`src/rtl/ins_packer.sv`:
```
// Packs decoded RV32I fields (I/S/B/J immediate formats) into instruction words and writes them to consecutive memory words.
// Optional immediate range checking is enabled by defining INS_PACKER_RANGE_CHECK_EN.
module ins_packer #(
  parameter int CNT_W = 16
) (
  input  logic             clk,
  input  logic             rst_n,
  input  logic             start,
  input  logic [31:0]      base_addr,
  input  logic             in_valid,
  output logic             in_ready,
  input  logic [1:0]       imm_src,
  input  logic [31:0]      imm,
  input  logic [6:0]       opcode,
  input  logic [4:0]       rd,
  input  logic [4:0]       rs1,
  input  logic [4:0]       rs2,
  input  logic [2:0]       funct3,
  output logic             mem_we,
  output logic [31:0]      mem_addr,
  output logic [31:0]      mem_wdata,
  input  logic             mem_ready,
  output logic [CNT_W-1:0] count,
  output logic             err,
  output logic [0:0]       dbg_state
);

  // Handshake: a bundle transfers on a rising edge where in_valid & in_ready;
  // a memory write completes on a rising edge where mem_we & mem_ready.
  localparam logic [0:0] S_IDLE  = 1'b0;
  localparam logic [0:0] S_WRITE = 1'b1;
  localparam logic [CNT_W-1:0] CNT_ONE = {{(CNT_W-1){1'b0}}, 1'b1};

  logic [0:0]  state;
  logic [31:0] ptr;
  logic [31:0] next_ptr;
  logic [31:0] packed_w;
  logic        range_ok;
  logic        done;
  logic        accept;

  assign done      = (state == S_WRITE) && mem_ready;
  assign in_ready  = !start && ((state == S_IDLE) || done);
  assign accept    = in_valid && in_ready;
  // A bundle accepted while the previous write retires goes to the following word.
  assign next_ptr  = done ? (ptr + 32'd4) : ptr;
  assign mem_we    = (state == S_WRITE);
  assign dbg_state = state;

  always_comb begin
    packed_w = 32'd0;
    case (imm_src)
      2'b00:   packed_w = {imm[11:0], rs1, funct3, rd, opcode};
      2'b01:   packed_w = {imm[11:5], rs2, rs1, funct3, imm[4:0], opcode};
      2'b10:   packed_w = {imm[12], imm[10:5], rs2, rs1, funct3, imm[4:1], imm[11], opcode};
      default: packed_w = {imm[20], imm[10:1], imm[11], imm[19:12], rd, opcode};
    endcase
  end

`ifdef INS_PACKER_RANGE_CHECK_EN
  always_comb begin
    range_ok = 1'b1;
    case (imm_src)
      2'b00, 2'b01: range_ok = ($signed(imm) >= -32'sd2048) && ($signed(imm) <= 32'sd2047);
      2'b10:        range_ok = ($signed(imm) >= -32'sd4096) && ($signed(imm) <= 32'sd4094) && !imm[0];
      default:      range_ok = ($signed(imm) >= -32'sd1048576) && ($signed(imm) <= 32'sd1048574) && !imm[0];
    endcase
  end

  always_ff @(posedge clk or negedge rst_n) begin
    if (!rst_n)                    err <= 1'b0;
    else if (start)                err <= 1'b0;
    else if (accept && !range_ok)  err <= 1'b1;
  end
`else
  assign range_ok = 1'b1;
  assign err      = 1'b0;
`endif

  always_ff @(posedge clk or negedge rst_n) begin
    if (!rst_n) begin
      state     <= S_IDLE;
      ptr       <= 32'd0;
      mem_addr  <= 32'd0;
      mem_wdata <= 32'd0;
      count     <= '0;
    end else if (start) begin
      state <= S_IDLE;
      ptr   <= base_addr;
      count <= '0;
    end else begin
      if (done) begin
        count <= count + CNT_ONE;
        ptr   <= ptr + 32'd4;
      end
      if (accept && range_ok) begin
        mem_addr  <= next_ptr;
        mem_wdata <= packed_w;
        state     <= S_WRITE;
      end else if (done) begin
        state <= S_IDLE;
      end
    end
  end

endmodule

```
`config.mk`:
```
export PLATFORM = sky130hd
export DESIGN_NAME = ins_packer
export DESIGN_NICKNAME = d
export VERILOG_FILES = /design/src/rtl/ins_packer.sv
export SDC_FILE = /design/constraint.sdc
export NUM_CORES = 1
export LEC_CHECK = 0
export ABC_AREA = 1
export BUFFER_PORTS_ARGS = -buffer_cell sky130_fd_sc_hd__buf_2
export CORE_MARGIN = 2
export CORE_UTILIZATION = 45
export CTS_BUF_LIST = sky130_fd_sc_hd__clkbuf_16
export DETAILED_ROUTE_END_ITERATION = 16
export PLACE_DENSITY = 0.72
export SLEW_MARGIN = 20
export SYNTH_ARGS = -nofsm -noshare
export SYNTH_HDL_FRONTEND = slang
export SYNTH_SLANG_ARGS = --single-unit
```
`constraint.sdc`:
```
create_clock -name clk -period 3.5 [get_ports clk]
set_clock_uncertainty 0.2 [all_clocks]
set_input_delay 0.7 -clock clk [delete_from_list [all_inputs] [get_ports clk]]
set_output_delay 0.7 -clock clk [all_outputs]
set_load 0.03 [all_outputs]
```
==> reports/metrics.sh <==
RUN_STATUS='finished clean'
MIN_PERIOD_OVER_PERIOD_PCT=60.9
SYNTH-SEQ-AREA-SHARE_PCT=51.2
CORE_AREA_UM2=12000
CLOCK_SLEW_SEEN_BY_THE_REGISTERS_OF_THE_WORST_SETUP_AND_HOLD_PATHS_NS=0.05
GRT_REMAINING_OVERFLOW=0
CP-END-KIND='primary output'
INITIALDRTVIOLATIONCOUNT=265
NUM_VIAS=5009
CAP_VIOL_MAX_COUNT=0
POSTSYNTH.ASYNCRESETSHARE_PCT=100
SYN_AVG_CELL_AREA_UM2=7.86
TIMING.REG2REG.SETUP_SLACK_NS=1.41
DETAIL_ROUTE.DRC_VIOLATIONS=0
CRITICAL_PATH_PEAK_FANOUT=4
FMAXACHIEVABLE_MHz=469
HP_CLASS='input pin to async pin'
SYNTHTOLAYOUTAREAGROWTH_PCT=25.8
YOSYS_WARNS=0
CTSRESIZECOUNT=0
TRITONCTS_CLOCK_TREE='built'
MAPPEDNETLISTNETS=801
ROUTEDWLPERCELL_UM=13.3
DESIGN.DIE.AREA_UM2=13200
DOMINANTREGCELLSYNTH='sky130_fd_sc_hd__dfrtp_1'
GRT_FIRST_PASS_WIRELENGTH_UM=23100
P_PER_AREA_nW_PER_UM2=552
HTREE_LEVELS=4
CTS_SINKS=113
NETLIST_TOP_CELLS_AREA='sky130_fd_sc_hd__dfrtp_1, sky130_fd_sc_hd__nand2_1, sky130_fd_sc_hd__nand3_1'
ANTENNA_FOUND_INITIAL=0
YS_SEQ_ELEMENTS=113
NUMPORTBUFFERS=167
NUM_IO_PINS=180
R2R_START='dbg_state'
GLOBALPLACE.CONGESTION=0.821
PLACE_HPWL_UM=9550
DISTINCT_CELL_TYPE_COUNT_OF_THE_SYNTHESIZED_NETLIST=38
POST_SYNTH_INSTANCE_AREA_UM2=5520
GROUTE.USAGE.OVERALL_PCT=22.3
WORSTPATHCELLLIST='inv_1 -> nor2_1 -> nor2_2 -> buf_2'
GRT_PASS1_VIAS=4916
KIND_OF_START_POINT_OF_THE_CRITICAL_PATH='register'
FINALHOLDVIOLCOUNT=0
CLOCK_TREE.ROOT_CELL='sky130_fd_sc_hd__clkbuf_16'
SLOWEST_STAGE='sky130_fd_sc_hd__dfrtp_1'
PLACE.DETAILED.INSTANCES=995
FIN_NETS=965
SETUP_VIOL_COUNT_FINAL=0
ANT_NETS=0
NUMBER_OF_ENABLE_TYPE_REGISTER_CELLS_IN_THE_SYNTHESIZED_NETLIST=0
NETLIST_INSTANCES=703
DELAY_OF_THE_SLOWEST_CELL_ON_THE_WORST_PATH_NS=0.40
CTS-BUFFERS-INSERTED=17
DRT_PASS1_ITERATIONS=4
MAX_SLEW_MARGIN_PCT=44.3
CTS.HOLD.BUFFERS_ADDED=0
DIE_WIDTH_UM=115
NETLIST.AREA_LEADER.SHARE_PCT=51.2
IRDROPWORSTVDD_mV=0.278
FIN_CRIT_NS=2.13
DRIVE_ABOVE_1_SHARE_PCT=24.6
DIEHEIGHT_UM=115
CTS.PATH.MAX_BUFFERS=2
POST-CTS-SETUP-BUFFERS=0
CRITICAL_PATH_ARRIVAL_NS=1.23
WORST-ENDPOINT-REQUIRED_NS=2.60
ROUTED_WIRELENGTH_UM=13600
CELLLEAKAGEPOWER_nW=3.73
SYNTH_AREA_LEADER_CELL='sky130_fd_sc_hd__dfrtp_1'
TIMING_MAX_TRANSITION_VIOLATIONS_FINAL=0
FINALNONFILLERCELLS=1027
PIN_COUNT_OF_THE_BIGGEST_NET_ENTERING_GLOBAL_ROUTING=87
CRITPATHLAUNCH='dbg_state'
CRIT_PATH_CATEGORY='register to primary output'
GRT_SETUP_UNREPAIRED='false'
CLKLATENCYLATEPIN_NS=0.41
INITIAL_CELL_DENSITY_OF_THE_CORE_PCT=46.0
ROUTED_VIA_DENSITY=4.88
TNS_NS=0
ROWS=40
FILLERINSTANCES=1175
WORST_PIN_SLEW_NS=0.835
[report_power, final]
part | leakage, nW | internal (mW) | switching (mW)
logic | 2.06 | 0.250 | 0.585
clock network | 0.251 | 0.864 | 0.551
registers | 1.42 | 1.48 | 0.105
total | 3.73 | 2.59 | 1.24
[cell usage after synthesis (all sizes together) (2+ instances only)]
master	n
nor2	65
nor3	7
clkbuf	12
a21o	2
buf	16
o21bai	2
dfrtp	113
inv	51
xor2	9
o21ai	48
xnor2	7
nand3b	3
nand4	9
nand3	49
nand2	268
or2	2
a21oi	20
a211oi	2
o31ai	9
ha	2
[registers in the layout, indices dropped and copies added (netlist names)]
register / cells
count: 16
dbg_state: 1
mem_addr: 32
mem_wdata: 32
ptr: 32
[layer usage]
| metal | vias up | routed length (um) | global-route usage (%) |
|---|---|---|---|
| met3 | 20 | 695 | 5.48 |
| met2 | 121 | 6390 | 35.2 |
| met5 | - | 0 | 0 |
| met1 | 2297 | 6280 | 29.8 |
| met4 | 0 | 259 | 9.08 |
| li1 | 2571 | - | - |
[placed cells by master, fill, tap and decap left out, drive strengths merged, types with 3 or more instances in the layout]
cell type	Yosys	routed
nand2	268	268
buf	16	173
dfrtp	113	113
nor2	65	65
inv	51	53
nand3	49	49
o21ai	48	48
a21oi	20	20
clkbuf	12	17
clkinv	0	12
nand4	9	9
xor2	9	9
o31ai	9	9
xnor2	7	7
nor3	7	7
nand3b	3	3
[worst paths after layout]
path,end,cells past startpoint
setup / recovery,in_ready,4
hold / removal,mem_addr[30],1
setup reg to reg,mem_addr[24],10
hold reg to reg,mem_wdata[30],2
max in group asynchronous,ptr[7],2
min in group clk,mem_wdata[30],2
[critical path, delay by kind of cell (launching register included)]
family                 cells  cell delay (ns)
AND/OR/NAND/NOR            2             0.14
buffers and inverters      2             0.28
flip-flops                 1             0.40
[kinds of logic after synthesis]
family / synth area share, %
adder cells (fa/ha/maj): 0.453
AO/OA/AOI/OAI: 8.83
XOR/XNOR: 2.54
AND/OR/NAND/NOR: 30.8
flip-flops: 51.2
other: 0.0679
buffers and inverters: 6.07
[through the flow]
step / worst slack (ns) / power (mW) / instance area, um^2 / utilization, % / hold slack (ns)
6_report: 1.37 / 3.83 / 6950 / 57.9 / 0.0902
3_3_place_gp: 1.02 / 2.44 / 6460 / 53.8 / 0.258
4_1_cts: 1.34 / 3.88 / 6950 / 57.8 / 0.107
5_1_grt: 1.14 / 4.04 / 6950 / 57.8 / 0.133
2_1_floorplan: 1.35 / 2.15 / 5520 / - / 0.204
3_5_place_dp: 1.02 / 2.45 / 6460 / 53.8 / 0.259
[cell type report]
cell class	instances	area, um^2	share of cell area [%]
Sequential cell	113	2830	40.7
Multi-Input combinational cell	511	2360	34.0
Timing Repair Buffer	173	896	12.9
Clock buffer	17	425	6.12
Inverter	51	191	2.75
Tap cell	147	184	2.65
Clock inverter	14	58.8	0.846
Antenna cell	1	2.50	0.0360
No activity file was read; power rests on OpenSTA's default activity.
